===== src/rtl/wb_pkg.sv =====
// Shared widths, source IDs and the queued writeback entry type
// for the register-file writeback arbiter.
package wb_pkg;

  localparam int REG_ADDR_W = 5;
  localparam int XLEN       = 32;

  localparam logic SRC_ALU = 1'b0;
  localparam logic SRC_LSU = 1'b1;

  typedef struct packed {
    logic [REG_ADDR_W-1:0] rd;
    logic [XLEN-1:0]       data;
  } wb_entry_t;

endpackage


===== src/rtl/wb_fifo.sv =====
// Per-source synchronous FIFO of writeback entries; exposes per-slot
// valid and destination register so the top can answer hazard lookups.
module wb_fifo
  import wb_pkg::*;
#(
  parameter int DEPTH = 2
) (
  input  logic                             CLK,
  input  logic                             RST_N,
  input  logic                             push,
  input  wb_entry_t                        push_entry,
  input  logic                             pop,
  output logic                             full,
  output logic                             empty,
  output wb_entry_t                        head,
  output logic [DEPTH-1:0]                 slot_valid,
  output logic [DEPTH-1:0][REG_ADDR_W-1:0] slot_reg
);

  localparam int PTR_W = (DEPTH > 1) ? $clog2(DEPTH) : 1;

  wb_entry_t        mem [DEPTH];
  logic [PTR_W-1:0] rd_ptr;
  logic [PTR_W-1:0] wr_ptr;
  logic             push_ok;
  logic             pop_ok;

  assign full    = &slot_valid;
  assign empty   = ~|slot_valid;
  assign push_ok = push && !full;
  assign pop_ok  = pop && !empty;
  assign head    = mem[rd_ptr];

  // Slot validity lives in its own bit per entry; push and pop never hit
  // the same slot while the FIFO is non-full and non-empty.
  always_ff @(posedge CLK or negedge RST_N) begin
    if (!RST_N) begin
      rd_ptr     <= '0;
      wr_ptr     <= '0;
      slot_valid <= '0;
    end else begin
      if (pop_ok) begin
        slot_valid[rd_ptr] <= 1'b0;
        rd_ptr             <= rd_ptr + 1'b1;
      end
      if (push_ok) begin
        slot_valid[wr_ptr] <= 1'b1;
        wr_ptr             <= wr_ptr + 1'b1;
      end
    end
  end

  always_ff @(posedge CLK) begin
    if (push_ok) begin
      mem[wr_ptr] <= push_entry;
    end
  end

  always_comb begin
    for (int i = 0; i < DEPTH; i++) begin
      slot_reg[i] = mem[i].rd;
    end
  end

endmodule


===== src/rtl/writeback_arbiter.sv =====
// Round-robin merge of ALU and LSU results onto the single register-file
// write port, with per-register pending status for issue hazard stalls.
module writeback_arbiter
  import wb_pkg::*;
#(
  parameter int DEPTH = 2
) (
  input  logic                  CLK,
  input  logic                  RST_N,
  input  logic                  ALU_VALID,
  output logic                  ALU_READY,
  input  logic [REG_ADDR_W-1:0] ALU_REG,
  input  logic [XLEN-1:0]       ALU_DATA,
  input  logic                  LSU_VALID,
  output logic                  LSU_READY,
  input  logic [REG_ADDR_W-1:0] LSU_REG,
  input  logic [XLEN-1:0]       LSU_DATA,
  output logic                  WRITE_ENABLE,
  output logic [REG_ADDR_W-1:0] WRITE_REG,
  output logic [XLEN-1:0]       WRITE_DATA,
  input  logic [REG_ADDR_W-1:0] LOOKUP_REG_1,
  input  logic [REG_ADDR_W-1:0] LOOKUP_REG_2,
  output logic                  PENDING_1,
  output logic                  PENDING_2
);

  logic                             alu_full, alu_empty, lsu_full, lsu_empty;
  logic                             alu_push, lsu_push;
  logic                             grant_alu, grant_lsu;
  logic                             last_grant;
  wb_entry_t                        alu_in, lsu_in, alu_head, lsu_head, pop_entry;
  logic [DEPTH-1:0]                 alu_slot_valid, lsu_slot_valid;
  logic [DEPTH-1:0][REG_ADDR_W-1:0] alu_slot_reg, lsu_slot_reg;

  assign ALU_READY = !alu_full;
  assign LSU_READY = !lsu_full;

  // Writes to x0 are handshaken but dropped before the FIFO.
  assign alu_push = ALU_VALID && ALU_READY && (ALU_REG != '0);
  assign lsu_push = LSU_VALID && LSU_READY && (LSU_REG != '0);
  assign alu_in   = '{rd: ALU_REG, data: ALU_DATA};
  assign lsu_in   = '{rd: LSU_REG, data: LSU_DATA};

  wb_fifo #(.DEPTH(DEPTH)) u_alu_fifo (
    .CLK        (CLK),
    .RST_N      (RST_N),
    .push       (alu_push),
    .push_entry (alu_in),
    .pop        (grant_alu),
    .full       (alu_full),
    .empty      (alu_empty),
    .head       (alu_head),
    .slot_valid (alu_slot_valid),
    .slot_reg   (alu_slot_reg)
  );

  wb_fifo #(.DEPTH(DEPTH)) u_lsu_fifo (
    .CLK        (CLK),
    .RST_N      (RST_N),
    .push       (lsu_push),
    .push_entry (lsu_in),
    .pop        (grant_lsu),
    .full       (lsu_full),
    .empty      (lsu_empty),
    .head       (lsu_head),
    .slot_valid (lsu_slot_valid),
    .slot_reg   (lsu_slot_reg)
  );

  assign grant_alu = !alu_empty && (lsu_empty || (last_grant == SRC_LSU));
  assign grant_lsu = !lsu_empty && !grant_alu;

  always_comb begin
    pop_entry = '0;
    if (grant_alu) begin
      pop_entry = alu_head;
    end else if (grant_lsu) begin
      pop_entry = lsu_head;
    end
  end

  always_ff @(posedge CLK or negedge RST_N) begin
    if (!RST_N) begin
      last_grant   <= SRC_LSU;
      WRITE_ENABLE <= 1'b0;
      WRITE_REG    <= '0;
      WRITE_DATA   <= '0;
    end else begin
      WRITE_ENABLE <= grant_alu || grant_lsu;
      WRITE_REG    <= pop_entry.rd;
      WRITE_DATA   <= pop_entry.data;
      if (grant_alu) begin
        last_grant <= SRC_ALU;
      end else if (grant_lsu) begin
        last_grant <= SRC_LSU;
      end
    end
  end

  // WRITE_REG is zero whenever WRITE_ENABLE is low, so x0 lookups never hit.
  always_comb begin
    PENDING_1 = WRITE_ENABLE && (WRITE_REG == LOOKUP_REG_1);
    PENDING_2 = WRITE_ENABLE && (WRITE_REG == LOOKUP_REG_2);
    for (int i = 0; i < DEPTH; i++) begin
      PENDING_1 = PENDING_1
                  || (alu_slot_valid[i] && (alu_slot_reg[i] == LOOKUP_REG_1))
                  || (lsu_slot_valid[i] && (lsu_slot_reg[i] == LOOKUP_REG_1));
      PENDING_2 = PENDING_2
                  || (alu_slot_valid[i] && (alu_slot_reg[i] == LOOKUP_REG_2))
                  || (lsu_slot_valid[i] && (lsu_slot_reg[i] == LOOKUP_REG_2));
    end
    if (LOOKUP_REG_1 == '0) PENDING_1 = 1'b0;
    if (LOOKUP_REG_2 == '0) PENDING_2 = 1'b0;
  end

endmodule

===== config.mk =====
export PLATFORM = sky130hd
export DESIGN_NAME = writeback_arbiter
export DESIGN_NICKNAME = d
export VERILOG_FILES = /design/src/rtl/wb_pkg.sv /design/src/rtl/wb_fifo.sv /design/src/rtl/writeback_arbiter.sv
export SDC_FILE = /design/constraint.sdc
export NUM_CORES = 1
export LEC_CHECK = 0
export BUFFER_PORTS_ARGS = -buffer_cell sky130_fd_sc_hd__buf_4
export CELL_PAD_IN_SITES_DETAIL_PLACEMENT = 1
export CELL_PAD_IN_SITES_GLOBAL_PLACEMENT = 1
export CORE_ASPECT_RATIO = 1.1
export CORE_MARGIN = 1.5
export CORE_UTILIZATION = 40
export DETAILED_ROUTE_END_ITERATION = 8
export GPL_TIMING_DRIVEN = 0
export PLACE_DENSITY_LB_ADDON = 0.1
export SLEW_MARGIN = 10
export SYNTH_ARGS = -nofsm -noshare
export SYNTH_HDL_FRONTEND = slang
export SYNTH_HIERARCHICAL = 1
export SYNTH_SLANG_ARGS = --single-unit

===== constraint.sdc =====
create_clock -name CLK -period 3.7 [get_ports CLK]
set_input_delay 0.185 -clock CLK [delete_from_list [all_inputs] [get_ports CLK]]
set_output_delay 0.185 -clock CLK [all_outputs]
set_load 0.01 [all_outputs]

# After elaboration in Yosys (flattened, before gate mapping)
# Memory sizes are Yosys's and may differ from the RTL's.
# Cells that the tools add are included.
# totals
regBits	47
latch_bits	0
ram_bits	148
romBits	0
in_bits	88
output_inout_bits	42
wordCells	109
mem_count	2
# op_classes
addsub	4
n_mul	0
div_mod_pow	0
magnitude_cmp	8
n_eq_ne	10
n_shift	0
muxes	22
bitwise_logic	6
reduce_logical	47
# mem_list
name	depth	word_bits	read_ports	rd_ports_with_merged_regs	wr	line_no	rtl
u_alu_fifo.mem	2	37	3	0	1	wb_fifo.sv:22	wb_entry_t mem [DEPTH];
u_lsu_fifo.mem	2	37	3	0	1	wb_fifo.sv:22	
# op_table
cell	count
$mux 37	2
$eq 5x5->1	10
$logic_and 1x1->1	24
$mux 1	12
$logic_not 5->1	2
$logic_or 1x1->1	10
$reduce_bool 5->1	2
$lt 1x2->1 const B	4
$mux 2	4
$add 1x1->1 const B	4
$and 2x2->2	2
$demux 1 s1	4
$ge 1x1->1 const B	4
$logic_not 1->1	4
$not 2->2	2
$or 2x2->2	2
$reduce_and 2->1	2
$reduce_or 2->1	2
$reduce_bool 2->1	1

# Depth between registers and ports, before layout
# Gate-level depths: netlist of run 1.
# depth
depth_word	10
depth_mapped	8
depth_no_buf	6

# Hierarchy
# Netlist of run 1, hierarchy kept.
# modules_own_cells
module	instances	cells_per_inst	area_each_um2	seq_area_each_um2
wb_fifo	2	142	2944.1	2322.2
writeback_arbiter	1	262	2337.2	977.2

# Worst setup path after synthesis of run 1
# Ideal clock, no wire load.
# synth_timing
path_type	register -> register
startpoint	register u_lsu_fifo.slot_valid[0]
endpoint	memory u_lsu_fifo/mem[0][0] (netlist name) (enable)
setup_time_ps	431
t_arrival_ps	2645
t_required_ps	3269
setup_slack_ps	623
stages_incl_launch_ff	7
cell_sequence	dfrtp_1 -> nand2_1 -> inv_1 -> inv_1 -> o311a_1 -> a21bo_2 -> nor2_1
# synth_via
elab_chain_cells	7
# synth_lines
item	line_no	rtl
start: declaration	wb_fifo.sv:16	output logic [DEPTH-1:0] slot_valid,
start signal: assignment	wb_fifo.sv:40	slot_valid <= '0;
start signal: indexed assignment	wb_fifo.sv:43	slot_valid[rd_ptr] <= 1'b0;
start signal: indexed assignment	wb_fifo.sv:47	slot_valid[wr_ptr] <= 1'b1;
$reduce_and 2->1	wb_fifo.sv:28	assign full = &slot_valid;
net lsu_full	writeback_arbiter.sv:27	logic alu_full, alu_empty, lsu_full, lsu_empty;
$logic_not 1->1	writeback_arbiter.sv:36	assign LSU_READY = !lsu_full;
net LSU_READY	writeback_arbiter.sv:15	output logic LSU_READY,
$logic_and 1x1->1 (2 in series)	writeback_arbiter.sv:40	assign lsu_push = LSU_VALID && LSU_READY && (LSU_REG != '0);
net lsu_push	writeback_arbiter.sv:28	logic alu_push, lsu_push;
$logic_and 1x1->1	wb_fifo.sv:30	assign push_ok = push && !full;
$mux 1	wb_fifo.sv:54	if (push_ok) begin
$mux 1 (implied by the code)	wb_fifo.sv:55	mem[wr_ptr] <= push_entry;
end: declaration	wb_fifo.sv:22	
# The timed path passes the listed nets, and every way through them passes these cells.

# Worst setup path in the final report of run 1
# layout_timing
startpoint	register u_lsu_fifo.slot_valid[0]
endpoint	memory u_lsu_fifo/mem[0][18] (netlist name) (enable)
# layout_via
elab_chain_cells	7
# layout_lines
item	line_no
$reduce_and 2->1	wb_fifo.sv:28
net lsu_full	writeback_arbiter.sv:27
$logic_not 1->1	writeback_arbiter.sv:36
$logic_and 1x1->1 (2 in series)	writeback_arbiter.sv:40
net lsu_push	writeback_arbiter.sv:28
$logic_and 1x1->1	wb_fifo.sv:30
$mux 1	wb_fifo.sv:54
$mux 1 (implied by the code)	wb_fifo.sv:55
# The timed path passes the listed nets, and every way through them passes these cells.

==> impl_metrics.ini, run 1 <==
[timing]
rsz0062_at_grt = no
setup_ws_ns = 1.38
hold_ws_ns = 0.250
fin_crit_sh_pct = 62.8
max_freq_mhz = 430
fin_crit_ns = 2.32
finalSetupTns_ns = 0
tightest_slew_ns = 0.714
finalSetupViolCount = 0
fin_skew_ns = 0.0112
slew_viol_final = 0
hold_viol = 0
max_slew_margin_pct = 52.4

[hold_path]
min_path_type = input pin to flip-flop

[yosys]
synth.area.top_cells = edfxtp_1, dfrtp_1, mux2_2
ys_types = 27
synth_area_leader_cell = edfxtp_1
netlist_area_um2 = 8230
synthMuxAreaShare_pct = 10.3
synth_top_area_share_pct = 54.0
synth_compound_area_share_pct = 3.53
yosys.area_share.adder_pct = 0
synth-simple-area-share_pct = 7.33
syn_inst = 546
synth-seq-cells = 195
synth_xor_area_share_pct = 5.75
syn_nets = 634
synth_area_per_cell_um2 = 15.1
ys_seq_area_share_pct = 68.3
yosys_warnings = 6
synth_top_family_by_area = multiplexers

[power]
power_density_nw_per_um2 = 757
power_leakage_nw = 4.23
ir_worst_vdd_mv = 0.413
p_total_mw = 8.21

[global_route]
grt_pass1_wl_mm = 32.0
grt_pass1_vias = 5711
antenna_found_initial = 0
grt_usage_pct = 20.0
grt_max_degree = 48
overflow = 0

[placement]
place_area_um2 = 9530
dp_slack_ns = 1.38
dp_cells = 921
place_hpwl_mm = 13.7
portBuffers = 119
gp_congestion = 0.799

[floorplan]
die_area_um2 = 21400
placementRows = 54
start_util_pct = 41.1
ios = 130
fp.dieW_um = 140
coreArea_um2 = 20000
die_h_um = 153

[final_layout]
instances_no_fill = 1028
final_util_pct = 54.3
regArea_um2 = 5620
drive_gt1_share_pct = 35.8
layout_commonest_cell = edfxtp_1
final_area_um2 = 10900
final_cell_mix = edfxtp_1, buf_4, dlygate4sd3_1
area_delta_synth_final_pct = 31.9
nets = 851
multi_input_area_um2 = 2230
n_fill_cell = 1968
n_antenna_cell = 0

[clock_tree]
tritoncts = done
cts_buffers = 17
clock_latency_ns = 0.43
clock_sinks = 195
ctsHoldBuffers = 75
postCtsSetupRepairBufs = 0
cts_max_level = 4
clockBufferDepth = 2
root_buffer = clkbuf_16
cts_resized = 0
clk_pin_slew_ns = 0.06

[routing]
route.antenna.remaining_nets = 0
drt_iter0_markers = 252
drc_errors = 6
wl_mm = 20.4
first_pass_iters = 6
vias_per_cell = 4.92
vias = 5054
wl_per_cell_um = 19.9

[critical_path]
required_ns = 3.82
critPathKind = flip-flop to flip-flop
worst-path-max-fanout = 23
end_kind = flip-flop
worst_ep_arrival_time_ns = 2.44
start_kind = flip-flop

[outcome]
outcome = complete, but fails checks
violations = design-rule violations

[job]
cap_violations = 0
routing by layer:
metal / global-route usage (%) / wire length (µm) / up-vias
li1: - / - / 2366
met1: 23.3 / 8350 / 2548
met2: 36.9 / 11000 / 112
met3: 4.23 / 765 / 28
met4: 6.27 / 362 / 0
met5: 0 / 0 / -
worst max-delay path, stage by stage, from the launching register on:
cell	delay, ns
dfrtp_1	0.48
nand2_1	0.16
inv_1	0.06
inv_1	0.08
o311a_1	0.21
a21bo_2	0.28
nor2_4	0.46
buf_12	0.27
synthesized netlist by cell type (all sizes together):
library cell,n
nand2b,39
buf,43
dfrtp,46
nor2,7
clkbuf,7
nand2,44
dfstp,1
edfxtp,148
mux2,74
xnor2,14
or3,2
o2bb2ai,2
or4,2
o22a,2
inv,5
and3,2
xor2,40
nor4,10
o21ai,39
a32o,2
a21bo,2
nand3,12
mux2i,1
o311a,2
worst paths after layout:
kind	from	end	slack, ns	cells after the start
max	u_lsu_fifo/slot_valid[0]	u_lsu_fifo/mem[0][18]	1.38	7
min	LSU_VALID	u_lsu_fifo/slot_valid[1]	0.25	3
max reg2reg	u_lsu_fifo/slot_valid[0]	u_lsu_fifo/mem[0][18]	1.38	7
min reg2reg	last_grant	last_grant	0.49	1
max in group asynchronous	RST_N	WRITE_DATA[20]	2.87	2
min in group asynchronous	RST_N	WRITE_DATA[9]	0.35	2
final cells by class:
class                           instances  share of cell area (%)
Buffer                                 50                    3.46
Clock buffer                           24                    4.53
Clock inverter                          8                   0.726
Inverter                                5                   0.173
Multi-Input combinational cell        296                    20.5
Sequential cell                       195                    51.8
Tap cell                              252                    2.91
Timing Repair Buffer                  198                    15.9
cell families (layout without fill, tap and decap cells):
family,after synthesis,after routing
DFF,195,195
and+or+nand+nor,118,118
muxes,75,75
AOI/OAI and AO/OA,49,49
buffers and inverters,55,285
xor gates and xnor gates,54,54
sequential cells by signal, summed over array words and instances (netlist names):
| signal | count |
|---|---|
| u_lsu_fifo/wr_ptr | 1 |
| last_grant | 1 |
| WRITE_REG | 5 |
| u_alu_fifo/wr_ptr | 1 |
| WRITE_DATA | 32 |
| WRITE_ENABLE | 1 |
| u_alu_fifo/slot_valid | 2 |
| u_lsu_fifo/rd_ptr | 1 |
| u_lsu_fifo/slot_valid | 2 |
| u_alu_fifo/rd_ptr | 1 |
| u_lsu_fifo/mem | 74 |
| u_alu_fifo/mem | 74 |
power breakdown:
part	total [mW]	switching, mW	internal [mW]
Clock	1.76	0.762	1.00
Combinational	3.07	1.65	1.42
Sequential	3.38	0.292	3.09
No activity file was read; power rests on OpenSTA's default activity.
==> run 2: changes to the inputs <==
--- a/config.mk
+++ b/config.mk
@@ -5,6 +5,7 @@
 export SDC_FILE = /design/constraint.sdc
 export NUM_CORES = 1
 export LEC_CHECK = 0
+export ABC_AREA = 1
 export BUFFER_PORTS_ARGS = -buffer_cell sky130_fd_sc_hd__buf_4
 export CELL_PAD_IN_SITES_DETAIL_PLACEMENT = 1
 export CELL_PAD_IN_SITES_GLOBAL_PLACEMENT = 1
==> constraint.sdc (replaced) <==
create_clock -name CLK -period 2.25 [get_ports CLK]
set_input_delay 0.1125 -clock CLK [delete_from_list [all_inputs] [get_ports CLK]]
set_output_delay 0.1125 -clock CLK [all_outputs]
set_load 0.01 [all_outputs]
==> impl_metrics.ini, run 2 <==
[power]
ir_worst_vdd_mv = 0.609
power_leakage_nw = 5.02
power_density_nw_per_um2 = 1290

[final_layout]
top_regs = u_alu_fifo/mem (74), u_lsu_fifo/mem (74), WRITE_DATA (32)
area_delta_synth_final_pct = 33.0
layout_commonest_cell = nand2_1
drive_gt1_share_pct = 21.5
nets = 1088
n_antenna_cell = 0
final_cell_mix = nand2_1, buf_4, edfxtp_1
final_area_um2 = 11000

[floorplan]
coreArea_um2 = 20000
fp.dieW_um = 140
placementRows = 54
die_area_um2 = 21500
die_h_um = 154
ios = 130
start_util_pct = 41.2

[routing]
dr_wl_met2_mm = 13.3
drc_errors = 5
highest-signal-layer = met4
wl_met3_um = 986
vias_per_cell = 4.93
drt_iter0_markers = 265
route.antenna.remaining_nets = 0
first_pass_iters = 6
wl_per_cell_um = 19.7
drt-met1-wl_mm = 9.94
wl_mm = 25.0
vias = 6232

[critical_path]
critPathKind = flip-flop to flip-flop
end_kind = flip-flop
required_ns = 2.37
worst-path-max-fanout = 23
worst-r2r-cell-count = 8
start_kind = flip-flop
worst_ep_arrival_time_ns = 2.17

[timing]
fin_crit_sh_pct = 90.9
fin_crit_ns = 2.05
setup_ws_ns = 0.204
rsz0062_at_grt = no
finalSetupViolCount = 0
max_freq_mhz = 489
fin_skew_ns = 0.0112
tightest_slew_ns = 0.696
finalSetupTns_ns = 0
hold_viol = 0
max_slew_margin_pct = 53.6
slew_viol_final = 0

[yosys]
synthTopCellsByCount = nand2_1, edfxtp_1, nor2_1
synthArstFlopShare_pct = 24.1
syn_nets = 865
netlist_area_um2 = 8250
yosysMostFrequentCell = nand2_1
synth_area_leader_cell = edfxtp_1
synth-seq-cells = 195
syn_inst = 777
dominantRegCellSynth = edfxtp_1
synth.area.top_cells = edfxtp_1, nand2_1, dfrtp_1
ys_types = 21
synth_edf_count = 148
synth_top_area_share_pct = 53.9
ys_seq_area_share_pct = 68.2
yosys_warnings = 6
synth_area_per_cell_um2 = 10.6

[hold_path]
timing.hold.worst_path_depth = 6
min_path_type = input pin to flip-flop

[placement]
place_hpwl_mm = 16.9
place_area_um2 = 9610
portBuffers = 125
gp_congestion = 0.901
dp_slack_ns = 0.213

[global_route]
grt_max_degree = 48
antenna_found_initial = 0
grt_pass1_wl_mm = 38.5
overflow = 0
grt_usage_pct = 24.3
grt_pass1_vias = 6976

[clock_tree]
clock_latency_ns = 0.43
cts_resized = 0
clk_pin_slew_ns = 0.08
tritoncts = done
root_buffer = clkbuf_16
ctsHoldBuffers = 75
postCtsSetupRepairBufs = 0
cts_buffers = 17
clockBufferDepth = 2
cts_max_level = 4
clock_sinks = 195

[outcome]
violations = design-rule violations
outcome = complete, but fails checks

[job]
cap_violations = 0
==> run 2: per-layer routing <==
layer | vias to the layer above | global-route usage (%)
met5 | - | 0
met4 | 0 | 9.37
met3 | 49 | 4.55
li1 | 2966 | -
met2 | 171 | 44.3
met1 | 3046 | 28.3
==> run 2: final timing paths <==
check | slack, ns | to | startpoint
min in group asynchronous | 0.26 | WRITE_DATA[28] | RST_N
min | 0.21 | u_alu_fifo/wr_ptr | ALU_VALID
min reg2reg | 0.53 | last_grant | last_grant
max reg2reg | 0.20 | u_lsu_fifo/mem[1][25] | u_lsu_fifo/slot_valid[0]
max in group asynchronous | 1.52 | WRITE_DATA[12] | RST_N
max | 0.20 | u_lsu_fifo/mem[1][25] | u_lsu_fifo/slot_valid[0]
==> run 2: stage by stage <==
stage	hold WS [ns]	power, mW	cells	utilization [%]
2_1_floorplan	-0.183	8.59	777	-
3_3_place_gp	0.203	10.6	1154	47.6
3_5_place_dp	0.208	10.9	1158	48.1
4_1_cts	0.189	14.2	1265	54.8
5_1_grt	0.236	14.9	1265	54.8
6_report	0.207	14.1	1265	54.8
==> run 2: power by group <==
| part | switching, mW | internal (mW) |
|---|---|---|
| combinational | 3.37 | 2.13 |
| sequential | 0.451 | 5.04 |
| clock | 1.41 | 1.71 |
==> run 2: layout make-up <==
| class | count | area [µm²] |
|---|---|---|
| fill | 2173 | 9030 |
| sequential | 195 | 5620 |
| clock buffer | 19 | 443 |
| timing repair buffer | 204 | 1770 |
| multi-input combinational | 482 | 2110 |
| buffer | 48 | 352 |
| tap | 252 | 315 |
| clock inverter | 13 | 165 |
| inverter | 52 | 195 |
==> run 2: cells by family (layout without fill, tap and decap cells) <==
logic type | count (synthesis) | count (layout) | synth area share (%)
flops | 195 | 195 | 68.2
buf+inv | 100 | 336 | 6.63
compound gates | 56 | 56 | 5.08
simple gates | 422 | 422 | 19.7
xor+xnor | 4 | 4 | 0.425
==> run 2: worst max-delay path, stage by stage (launching register included) <==
cell     delay (ns)
dfrtp_1        0.45
nand2_1        0.11
inv_1          0.04
inv_1          0.06
nand3_1        0.07
inv_1          0.05
nand2_1        0.16
nor2_4         0.49
buf_12         0.28
==> run 3: changes to the inputs <==
--- a/config.mk
+++ b/config.mk
@@ -12,6 +12,7 @@
 export CORE_ASPECT_RATIO = 1.1
 export CORE_MARGIN = 1.5
 export CORE_UTILIZATION = 40
+export CTS_BUF_LIST = sky130_fd_sc_hd__clkbuf_16
 export DETAILED_ROUTE_END_ITERATION = 8
 export GPL_TIMING_DRIVEN = 0
 export PLACE_DENSITY_LB_ADDON = 0.1
==> impl_metrics.ini, run 3 (synthesized netlist as in run 2, its figures left out) <==
[outcome]
outcome = complete, but fails checks
violations = design-rule violations

[critical_path]
required_ns = 2.38
worst_ep_arrival_time_ns = 2.16
timing.critical_path.mode_cell = inv_1
crit_family = simple AND/OR/NAND/NOR gates
cpPeakStageDelay_ns = 0.48
r2r-end = u_lsu_fifo/mem[1][26]
worst-r2r-cell-count = 8
reg2reg_from = u_lsu_fifo/slot_valid[0]
crit_end = u_lsu_fifo/mem[1][26]
worst-path-max-fanout = 23
rrSetupSlack_ns = 0.22
cp_cell_sequence = nand2_1 > inv_1 > inv_1 > nand3_1 > inv_1 > nand2_1 > nor2_4 > buf_12
critical_path_buf_inv_count = 4
end_kind = flip-flop
critPathKind = flip-flop to flip-flop
crit_start = u_lsu_fifo/slot_valid[0]
cp_num_cells = 8
start_kind = flip-flop
critPathSlowestCell = nor2_4

[placement]
portBuffers = 125
gp_congestion = 0.901
place_area_um2 = 9610
place_hpwl_mm = 16.9

[clock_tree]
clockBufferDepth = 2
clk_pin_slew_ns = 0.08
postCtsSetupRepairBufs = 0
cts_resized = 0
cts_buffers = 17
clock_latency_ns = 0.44
clock_sinks = 195
cts_max_level = 4
root_buffer = clkbuf_16
tritoncts = done

[timing]
max_slew_margin_pct = 54.2
fin_skew_ns = 0.0100
rsz0062_at_grt = no
tightest_slew_ns = 0.687
finalSetupViolCount = 0
slew_viol_final = 0
fin_crit_sh_pct = 90.4
hold_viol = 0
max_freq_mhz = 492
fin_crit_ns = 2.03
hold_ws_ns = 0.204

[global_route]
grt_pass1_vias = 6953
antenna_found_initial = 0
grt_max_degree = 48
grt_usage_pct = 24.1
grt_pass1_wl_mm = 38.2
overflow = 0

[routing]
drt_iter0_markers = 302
wl_mm = 24.7
drc_errors = 5
wl_per_cell_um = 19.6
vias = 6220
route.antenna.remaining_nets = 0
vias_per_cell = 4.92
first_pass_iters = 7

[final_layout]
area_delta_synth_final_pct = 32.9
final_cell_mix = nand2_1, buf_4, edfxtp_1
nets = 1088
n_antenna_cell = 0
layout_commonest_cell = nand2_1
final_area_um2 = 11000
drive_gt1_share_pct = 21.4
top_regs = u_alu_fifo/mem (74), u_lsu_fifo/mem (74), WRITE_DATA (32)

[floorplan]
start_util_pct = 41.2
placementRows = 54
coreArea_um2 = 20000
die_area_um2 = 21500
fp.dieW_um = 140
die_h_um = 154
ios = 130

[power]
power_density_nw_per_um2 = 1280
ir_worst_vdd_mv = 0.613
power_leakage_nw = 5.02

[hold_path]
min_path_type = input pin to flip-flop

[job]
cap_violations = 0
[run 3: cell types whose count changed in the layout (fill, tap and decap cells not counted)]
cell,previous run,this run
clkbuf_1,2,1
clkinv_1,0,1
clkbuf_8,1,0
inv_1,49,50
[run 3: how the worst min path moves through the flow]
stage | startpoint | end | cells past startpoint
3_3_place_gp | RST_N | WRITE_DATA[28] | 1
5_1_grt | ALU_VALID | u_alu_fifo/wr_ptr | 6
3_5_place_dp | RST_N | WRITE_DATA[28] | 1
6_report | ALU_VALID | u_alu_fifo/wr_ptr | 6
4_1_cts | ALU_VALID | u_alu_fifo/wr_ptr | 6
2_1_floorplan | RST_N | WRITE_DATA[0] | 0
[run 3: worst register-to-register path, delay by kind of cell (launching register included)]
kind | cells | cell delay [ns]
buffers and inverters | 4 | 0.44
DFF | 1 | 0.45
and+or+nand+nor | 4 | 0.81
[run 3: power by group]
group	internal (mW)	switching, mW
Sequential	5.04	0.450
Clock	1.67	1.42
Combinational	2.13	3.36
Total	8.84	5.22
[run 3: repair_timing]
action / CTS / global route
endpoints found under the setup margin: 0 / 0
hold endpoints to repair: 194 / 0
hold buffers: 75 / 0
[run 3: final cells by class]
| type | count | area (µm²) |
|---|---|---|
| Clock inverter | 15 | 173 |
| Buffer | 48 | 352 |
| Inverter | 52 | 195 |
| Tap cell | 252 | 315 |
| Timing Repair Buffer | 204 | 1770 |
| Multi-Input combinational cell | 482 | 2110 |
| Sequential cell | 195 | 5620 |
| Clock buffer | 17 | 425 |
| Fill cell | 2172 | 9040 |
[run 3: through the flow]
stage	setup TNS [ns]	instances	utilization, %	worst slack [ns]	power (mW)
2_1_floorplan	0	777	-	0.00702	8.59
3_3_place_gp	-113.65	1154	47.6	-0.769	10.6
3_5_place_dp	0	1158	48.1	0.213	10.9
4_1_cts	0	1265	54.8	0.196	14.2
5_1_grt	0	1265	54.8	0.0326	14.9
6_report	0	1265	54.8	0.216	14.1
[run 3: metal layers]
metal / share of wire [%] / up-vias / GRT usage (%)
met1: 40 / 3043 / 28.3
li1: - / 2966 / -
met3: 3.8 / 37 / 4.33
met4: 2.7 / 0 / 9.02
met5: 0 / - / 0
met2: 53 / 174 / 43.8
